--- src/rtl/wb_retire_queue_stage_pkg.sv ---
// Shared widths, bus field offsets and entry layout for the write-back retire queue.
package wb_pkg;

  localparam int unsigned WB_DW    = 32;
  localparam int unsigned WB_AW    = 5;
  localparam int unsigned WB_PCW   = 32;
  localparam int unsigned WB_DEPTH = 2;

  localparam int unsigned WB_BUS_W = WB_PCW + 1 + WB_AW + WB_DW;

  // Bus is {pc, gr_we, dest, result}, MSB first
  localparam int unsigned RES_LSB  = 0;
  localparam int unsigned DEST_LSB = RES_LSB + WB_DW;
  localparam int unsigned WE_BIT   = DEST_LSB + WB_AW;
  localparam int unsigned PC_LSB   = WE_BIT + 1;

  typedef struct packed {
    logic [WB_PCW-1:0] pc;
    logic              gr_we;
    logic [WB_AW-1:0]  dest;
    logic [WB_DW-1:0]  result;
  } wb_entry_t;

endpackage

--- src/rtl/wb_retire_queue_stage_if.sv ---
// MEM->WB handshake, RF write port and ID forwarding lookup. Debug trace ports exist
// only when WB_DEBUG_TRACE_EN is defined.
interface wb_retire_queue_stage_if
  import wb_pkg::*;
#(
  parameter int unsigned DW  = WB_DW,
  parameter int unsigned AW  = WB_AW,
  parameter int unsigned PCW = WB_PCW
);
  localparam int unsigned BW = PCW + 1 + AW + DW;

  logic          ms_to_ws_valid;
  logic [BW-1:0] ms_to_ws_bus;
  logic          ws_allowin;
  logic          rf_port_busy;
  logic          rf_we;
  logic [AW-1:0] rf_waddr;
  logic [DW-1:0] rf_wdata;
  logic [AW-1:0] ds_query_addr;
  logic          ds_fwd_hit;
  logic [DW-1:0] ds_fwd_data;
  logic          ws_empty;

`ifdef WB_DEBUG_TRACE_EN
  logic [PCW-1:0] debug_wb_pc;
  logic [3:0]     debug_wb_rf_we;
  logic [AW-1:0]  debug_wb_rf_wnum;
  logic [DW-1:0]  debug_wb_rf_wdata;
  logic [31:0]    retire_cnt;

  modport slave (
    input  ms_to_ws_valid, ms_to_ws_bus, rf_port_busy, ds_query_addr,
    output ws_allowin, rf_we, rf_waddr, rf_wdata, ds_fwd_hit, ds_fwd_data, ws_empty,
    output debug_wb_pc, debug_wb_rf_we, debug_wb_rf_wnum, debug_wb_rf_wdata, retire_cnt
  );
  modport master (
    output ms_to_ws_valid, ms_to_ws_bus, rf_port_busy, ds_query_addr,
    input  ws_allowin, rf_we, rf_waddr, rf_wdata, ds_fwd_hit, ds_fwd_data, ws_empty,
    input  debug_wb_pc, debug_wb_rf_we, debug_wb_rf_wnum, debug_wb_rf_wdata, retire_cnt
  );
`else
  modport slave (
    input  ms_to_ws_valid, ms_to_ws_bus, rf_port_busy, ds_query_addr,
    output ws_allowin, rf_we, rf_waddr, rf_wdata, ds_fwd_hit, ds_fwd_data, ws_empty
  );
  modport master (
    output ms_to_ws_valid, ms_to_ws_bus, rf_port_busy, ds_query_addr,
    input  ws_allowin, rf_we, rf_waddr, rf_wdata, ds_fwd_hit, ds_fwd_data, ws_empty
  );
`endif

endinterface

--- src/rtl/wb_retire_queue_stage_fifo.sv ---
// In-order retire storage: head/tail/count, per-entry valid, all entries exposed for
// the forwarding search. Payloads are not reset; valid bits gate every use.
module wb_retire_fifo
  import wb_pkg::*;
#(
  parameter int unsigned DW    = WB_DW,
  parameter int unsigned AW    = WB_AW,
  parameter int unsigned PCW   = WB_PCW,
  parameter int unsigned DEPTH = WB_DEPTH,
  localparam int unsigned BW    = PCW + 1 + AW + DW,
  localparam int unsigned PTR_W = $clog2(DEPTH),
  localparam int unsigned CNT_W = PTR_W + 1
) (
  input  logic             clk,
  input  logic             resetn,
  input  logic             enq,
  input  logic [BW-1:0]    enq_data,
  input  logic             deq,
  output logic             full,
  output logic             empty,
  output logic [PTR_W-1:0] head,
  output logic [DEPTH-1:0] entry_valid,
  output logic [DEPTH-1:0] entry_we,
  output logic [AW-1:0]    entry_dest   [DEPTH],
  output logic [DW-1:0]    entry_result [DEPTH],
  output logic [PCW-1:0]   head_pc
);
  localparam int unsigned L_DEST_LSB = DW;
  localparam int unsigned L_WE_BIT   = DW + AW;
  localparam int unsigned L_PC_LSB   = DW + AW + 1;

  logic [BW-1:0]    mem [DEPTH];
  logic [DEPTH-1:0] vld_q;
  logic [PTR_W-1:0] head_q;
  logic [PTR_W-1:0] tail_q;
  logic [CNT_W-1:0] count_q;

  // Pointers, occupancy and per-entry valid
  always_ff @(posedge clk or negedge resetn) begin
    if (!resetn) begin
      head_q  <= '0;
      tail_q  <= '0;
      count_q <= '0;
      vld_q   <= '0;
    end else begin
      if (enq) begin
        tail_q        <= tail_q + PTR_W'(1);
        vld_q[tail_q] <= 1'b1;
      end
      if (deq) begin
        head_q        <= head_q + PTR_W'(1);
        vld_q[head_q] <= 1'b0;
      end
      if (enq && !deq)      count_q <= count_q + CNT_W'(1);
      else if (!enq && deq) count_q <= count_q - CNT_W'(1);
    end
  end

  always_ff @(posedge clk) begin
    if (enq) mem[tail_q] <= enq_data;
  end

  assign full        = (count_q == CNT_W'(DEPTH));
  assign empty       = (count_q == '0);
  assign head        = head_q;
  assign entry_valid = vld_q;
  assign head_pc     = mem[head_q][L_PC_LSB +: PCW];

  for (genvar i = 0; i < DEPTH; i++) begin : g_entry
    assign entry_we[i]     = mem[i][L_WE_BIT];
    assign entry_dest[i]   = mem[i][L_DEST_LSB +: AW];
    assign entry_result[i] = mem[i][0 +: DW];
  end

endmodule

--- src/rtl/wb_retire_queue_stage.sv ---
// Write-back stage: MEM handshake, in-order retire queue, RF write port and ID
// forwarding over pending writes. Optional trace outputs under WB_DEBUG_TRACE_EN.
module wb_retire_queue_stage
  import wb_pkg::*;
#(
  parameter int unsigned DW    = WB_DW,
  parameter int unsigned AW    = WB_AW,
  parameter int unsigned PCW   = WB_PCW,
  parameter int unsigned DEPTH = WB_DEPTH
) (
  input logic                    clk,
  input logic                    resetn,
  wb_retire_queue_stage_if.slave wb
);
  localparam int unsigned BW         = PCW + 1 + AW + DW;
  localparam int unsigned PTR_W      = $clog2(DEPTH);
  localparam int unsigned L_DEST_LSB = DW;
  localparam int unsigned L_WE_BIT   = DW + AW;

  logic             full;
  logic             empty;
  logic             enq;
  logic             deq;
  logic [BW-1:0]    enq_data;
  logic [PTR_W-1:0] head;
  logic [DEPTH-1:0] entry_valid;
  logic [DEPTH-1:0] entry_we;
  logic [AW-1:0]    entry_dest   [DEPTH];
  logic [DW-1:0]    entry_result [DEPTH];
  logic [PCW-1:0]   head_pc;
  logic             rf_we;
  logic [PTR_W-1:0] idx;
  logic             fwd_hit;
  logic [DW-1:0]    fwd_data;

  assign enq = wb.ms_to_ws_valid && !full;
  assign deq = !empty && !wb.rf_port_busy;

  // Writes to r0 are stored as non-writing so they never reach the RF or forwarding
  always_comb begin
    enq_data = wb.ms_to_ws_bus;
    if (wb.ms_to_ws_bus[L_DEST_LSB +: AW] == '0) enq_data[L_WE_BIT] = 1'b0;
  end

  wb_retire_fifo #(
    .DW(DW), .AW(AW), .PCW(PCW), .DEPTH(DEPTH)
  ) u_fifo (
    .clk          (clk),
    .resetn       (resetn),
    .enq          (enq),
    .enq_data     (enq_data),
    .deq          (deq),
    .full         (full),
    .empty        (empty),
    .head         (head),
    .entry_valid  (entry_valid),
    .entry_we     (entry_we),
    .entry_dest   (entry_dest),
    .entry_result (entry_result),
    .head_pc      (head_pc)
  );

  assign rf_we = !empty && entry_we[head] && !wb.rf_port_busy;

  always_comb begin
    wb.rf_we    = rf_we;
    wb.rf_waddr = rf_we ? entry_dest[head]   : '0;
    wb.rf_wdata = rf_we ? entry_result[head] : '0;
  end

  // Walk oldest to youngest so the last match wins; the retiring head still counts
  always_comb begin
    fwd_hit  = 1'b0;
    fwd_data = '0;
    idx      = head;
    for (int unsigned k = 0; k < DEPTH; k++) begin
      idx = head + PTR_W'(k);
      if (wb.ds_query_addr != '0 && entry_valid[idx] && entry_we[idx] &&
          entry_dest[idx] == wb.ds_query_addr) begin
        fwd_hit  = 1'b1;
        fwd_data = entry_result[idx];
      end
    end
  end

  assign wb.ds_fwd_hit  = fwd_hit;
  assign wb.ds_fwd_data = fwd_data;
  assign wb.ws_allowin  = !full;
  assign wb.ws_empty    = empty;

`ifdef WB_DEBUG_TRACE_EN
  logic [31:0] retire_cnt_q;

  always_ff @(posedge clk or negedge resetn) begin
    if (!resetn)  retire_cnt_q <= '0;
    else if (deq) retire_cnt_q <= retire_cnt_q + 32'd1;
  end

  assign wb.retire_cnt        = retire_cnt_q;
  assign wb.debug_wb_pc       = rf_we ? head_pc : '0;
  assign wb.debug_wb_rf_we    = {4{rf_we}};
  assign wb.debug_wb_rf_wnum  = wb.rf_waddr;
  assign wb.debug_wb_rf_wdata = wb.rf_wdata;
`else
  logic [PCW-1:0] unused_head_pc;
  assign unused_head_pc = head_pc;
`endif

endmodule

--- src/flat_wrapper.sv ---
// flat-port wrapper written by rule: the top's interface ports become plain ports
module wb_retire_queue_stage_flat import wb_pkg::*;
#(
  parameter int unsigned DW    = WB_DW,
  parameter int unsigned AW    = WB_AW,
  parameter int unsigned PCW   = WB_PCW,
  parameter int unsigned DEPTH = WB_DEPTH
)
  (clk, resetn, wb_ms_to_ws_valid, wb_ms_to_ws_bus, wb_rf_port_busy, wb_ds_query_addr, wb_ws_allowin, wb_rf_we, wb_rf_waddr, wb_rf_wdata, wb_ds_fwd_hit, wb_ds_fwd_data, wb_ws_empty);
  wb_retire_queue_stage_if #(.DW(DW), .AW(AW), .PCW(PCW)) wb_i ();
  input logic clk;
  input logic resetn;
  input wire logic [$bits(wb_i.ms_to_ws_valid)-1:0] wb_ms_to_ws_valid;
  input wire logic [$bits(wb_i.ms_to_ws_bus)-1:0] wb_ms_to_ws_bus;
  input wire logic [$bits(wb_i.rf_port_busy)-1:0] wb_rf_port_busy;
  input wire logic [$bits(wb_i.ds_query_addr)-1:0] wb_ds_query_addr;
  output wire logic [$bits(wb_i.ws_allowin)-1:0] wb_ws_allowin;
  output wire logic [$bits(wb_i.rf_we)-1:0] wb_rf_we;
  output wire logic [$bits(wb_i.rf_waddr)-1:0] wb_rf_waddr;
  output wire logic [$bits(wb_i.rf_wdata)-1:0] wb_rf_wdata;
  output wire logic [$bits(wb_i.ds_fwd_hit)-1:0] wb_ds_fwd_hit;
  output wire logic [$bits(wb_i.ds_fwd_data)-1:0] wb_ds_fwd_data;
  output wire logic [$bits(wb_i.ws_empty)-1:0] wb_ws_empty;
  assign wb_i.ms_to_ws_valid = wb_ms_to_ws_valid;
  assign wb_i.ms_to_ws_bus = wb_ms_to_ws_bus;
  assign wb_i.rf_port_busy = wb_rf_port_busy;
  assign wb_i.ds_query_addr = wb_ds_query_addr;
  assign wb_ws_allowin = wb_i.ws_allowin;
  assign wb_rf_we = wb_i.rf_we;
  assign wb_rf_waddr = wb_i.rf_waddr;
  assign wb_rf_wdata = wb_i.rf_wdata;
  assign wb_ds_fwd_hit = wb_i.ds_fwd_hit;
  assign wb_ds_fwd_data = wb_i.ds_fwd_data;
  assign wb_ws_empty = wb_i.ws_empty;
  wb_retire_queue_stage #(.DW(DW), .AW(AW), .PCW(PCW), .DEPTH(DEPTH)) u_core (.clk(clk), .resetn(resetn), .wb(wb_i));
endmodule
--- config.mk ---
export PLATFORM = sky130hd
export DESIGN_NAME = wb_retire_queue_stage_flat
export DESIGN_NICKNAME = d
export VERILOG_FILES = /design/src/rtl/wb_retire_queue_stage_pkg.sv /design/src/rtl/wb_retire_queue_stage_if.sv /design/src/rtl/wb_retire_queue_stage_fifo.sv /design/src/rtl/wb_retire_queue_stage.sv /design/src/flat_wrapper.sv
export SDC_FILE = /design/constraint.sdc
export NUM_CORES = 1
export LEC_CHECK = 0
export CAP_MARGIN = 30
export CORE_MARGIN = 3
export CORE_UTILIZATION = 41
export DETAILED_ROUTE_END_ITERATION = 10
export PLACE_DENSITY = 0.76
export SETUP_SLACK_MARGIN = 0.3
export SLEW_MARGIN = 40
export SYNTH_ARGS = -nofsm -noshare
export SYNTH_HDL_FRONTEND = slang
export SYNTH_SLANG_ARGS = --single-unit
export TNS_END_PERCENT = 100
--- constraint.sdc ---
create_clock -name clk -period 2.75 [get_ports clk]
set_clock_uncertainty 0.1 [all_clocks]
set_input_delay 0.55 -clock clk [delete_from_list [all_inputs] [get_ports clk]]
set_output_delay 0.55 -clock clk [all_outputs]
set_load 0.02 [all_outputs]
==> flow_summary_export.csv, run 1 <==
group,metric,value,unit
clocking,h-tree-depth,3,
timing,max_freq,314.7,MHz
grt,first_global_vias,3312,
grt,grt_max_degree,34,
power,power_density,871.7,mW/mm2
timing,period_needed,3177,ps
timing,setup_ws,-427.4,ps
placed_design,gp_congestion,0.7653,
finish,final_cells,635,
critical_path,cp.required,2100,ps
clocking,clk_pin_slew,80,ps
logic_synthesis,synth_edf_count,76,
route,ant_nets,0,
floorplan,fp.coreArea,0.01037,mm2
grt,grt.total_usage,18.68,%
logic_synthesis,synth.distinct_cells,28,
placed_design,dpl_cell_area,0.006265,mm2
finish,antenna_cells,0,
route,route.met3.wl,760,um
logic_synthesis,synthTopCellsByCount,"edfxtp_1 (76), mux2i_1 (75), and3_1 (32), mux2_2 (32), nand3_1 (31)",
floorplan,die_area,0.01201,mm2
route,post_drt_wl_per_cell,19.33,um
grt,antenna_found_initial,0,
clocking,cts-root-buf,"clkbuf_8",
route,wl_met1,4996,um
logic_synthesis,ys_seq_area_share,55.27,%
floorplan,die_x,109.6,um
floorplan,ios,152,
critical_path,worstSetupStartpointType,"register",
grt,grt.overflow.total,0,
finish,drive_gt1_share,47.29,%
logic_synthesis,synth_async_sr_flop_share,7.317,%
clocking,cts_sinks,82,
logic_synthesis,ys.flop_type,"edfxtp_1",
critical_path,cp_data_arrival_time,2530,ps
placed_design,numPortBuffers,119,
route,drtPass1Iterations,4,
logic_synthesis,syn_inst,330,
logic_synthesis,ys_seq_elements,82,
floorplan,die_h,109.6,um
power,vdd_drop_max,0.5353,mV
floorplan,num_rows,37,
floorplan,start_util,42.43,%
hold_path,holdCritPathClass,"input pin to asynchronous set/reset pin",
logic_synthesis,synth_top_area_cell,"edfxtp_1",
route,wl_met2,6305,um
critical_path,worstPathMaxFanout,9,
flow_run,maxCapViolCount,0,
critical_path,crit_path_start,"u_core.u_fifo.head",
clocking,cts_buffers,9,
timing,finalMaxSlewViolations,0,
timing,hold_viol_final,0,
status,violations,"negative setup slack",
timing,relSlewSlack,68.55,%
clocking,clock_path_buffers,2,
timing,timing.final.crit_share,115.5,%
route,num_vias,3362,
timing,rsz0062_at_grt,"yes",
critical_path,rr_worst_depth,8,
logic_synthesis,yosys-top-cells-area,"edfxtp_1 (52%), mux2i_1 (17%), mux2_2 (8.2%)",
route,viasPerCell,5.294,
logic_synthesis,synthesis.area,0.004400,mm2
logic_synthesis,synth_top_area_share,51.86,%
route,drt-initial-drc-count,144,
finish,stdcell_area,0.006882,mm2
finish,fin_util,66.36,%
finish,nFillCells,781,
route,drc,0,
timing,setup_viol,56,
route,topRoutingLayerUsed,"met4",
clocking,holdBufCountCts,0,
route,drt-total-wl,12280,um
power,leakage,0.002772,uW
finish,fin_nets,574,
status,status,"finished, violations left",
critical_path,r2r_start,"u_core.u_fifo.count_q[0]",
placed_design,hpwl,7941,um
logic_synthesis,yosysWarnings,0,
finish,area_growth,56.38,%
clocking,insertion_delay,340,ps
critical_path,crit_type,"register to output port",
logic_synthesis,syn_nets,410,
clocking,cts_tree,"yes",
logic_synthesis,yosysMostFrequentCell,"edfxtp_1",
grt,grt_pass1_wl,16850,um
placed_design,place_inst,594,
timing,worst_slew_pin_slew,471.7,ps
logic_synthesis,avgSynthCellArea,13.33,um2
critical_path,endpoint_kind,"output port",
==> kinds of logic (layout without fill, tap and decap cells) <==
logic type	after synthesis	in the layout	share of synthesized area (%)
flip-flops	82	82	55.27
multiplexers	107	107	25.25
XOR/XNOR	15	15	2.986
buffers and inverters	28	197	3.384
AND/OR/NAND/NOR	92	92	12.03
AO/OA/AOI/OAI	5	5	0.7963
adder cells (fa/ha/maj)	1	1	0.2843
==> through the flow <==
stage          hold WS, ps  power (uW)  setup WS (ps)  TNS [ps]
3_5_place_dp         385.4        4644         -768.0    -29790
2_1_floorplan        154.4        3652          246.4         0
4_1_cts              331.3        5466         -522.2    -22440
3_3_place_gp         385.0        4557         -735.8    -28610
5_1_grt              335.0        6284         -501.7    -18640
6_report             335.3        5999         -427.4    -14240
==> layer usage <==
metal	vias up	GRT usage, %
li1	1582	-
met1	1647	22.74
met2	118	33.70
met3	15	2.584
met4	0	6.679
met5	-	0
==> placed cells by master, fill, tap and decap left out, drive strengths merged <==
cell / count
nor3: 1
nand2b: 1
o21a: 1
nor3b: 1
o21ai: 2
buf: 122
and3: 32
mux2i: 75
o22a: 1
mux2: 32
and4: 1
dfrtp: 6
nand2: 7
clkdlybuf4s50: 48
nand3b: 1
clkbuf: 19
a2bb2oi: 1
dlygate4sd2: 1
bufinv: 1
xnor2: 9
nor4: 1
xor2: 6
ha: 1
clkinvlp: 3
or4: 1
inv: 3
nand3: 31
nand4: 3
edfxtp: 76
nor2: 12
==> layout make-up <==
| type | instances | area (um2) | share of cell area [%] |
|---|---|---|---|
| clock buffer | 12 | 135.1 | 1.964 |
| inverter | 3 | 11.26 | 0.1636 |
| clock inverter | 4 | 52.55 | 0.7636 |
| timing repair buffer | 178 | 1764 | 25.64 |
| tap | 136 | 170.2 | 2.473 |
| sequential | 82 | 2436 | 35.40 |
| multi-input combinational | 220 | 2312 | 33.60 |
==> where the power goes <==
| group | total, uW | leakage [uW] | switching (uW) | internal [uW] |
|---|---|---|---|---|
| combinational | 3270 | 0.00191 | 1690 | 1590 |
| clock | 838 | 0.0000828 | 417 | 421 |
| sequential | 1890 | 0.000775 | 162 | 1730 |
| total | 6000 | 0.00277 | 2270 | 3730 |
==> flip-flops by register name, indices dropped and copies added (netlist names) <==
name                       count
u_core.u_fifo.mem             76
u_core.u_fifo.count_q          2
u_core.u_fifo.entry_valid      2
u_core.u_fifo.head             1
u_core.u_fifo.tail_q           1
==> critical path, cell delays in order (launching register included) <==
cell and delay (ps):
dfrtp_4 490, buf_4 170, buf_4 150, mux2i_2 210
xor2_1 180, and4_4 310, buf_12 170, nand4_1 170
mux2i_4 170, buf_4 160
==> timing repair <==
item                       4_1_cts  5_1_grt
pin swaps                        1        7
gates resized for setup        164      255
hold endpoints to repair         0        0
setup endpoints to repair       71       71
gates cloned                     1        5
setup buffers                    2       17
==> final timing paths <==
check | to | slack [ps]
max | wb_ds_fwd_data[25] | -430
min | u_core.u_fifo.tail_q | 340
max reg2reg | u_core.u_fifo.count_q[1] | 610
min reg2reg | u_core.u_fifo.count_q[1] | 400
max in group asynchronous | u_core.u_fifo.head | 1980
min in group clk | u_core.u_fifo.count_q[1] | 400
Power figures use the tool's default switching activity.
==> run 2, diff against run 1 <==
Settings changed: CTS_CLUSTER_SIZE set to 16.
==> results of run 2 <==
No change in the layout: final DEF, timing and power equal those of run 1.
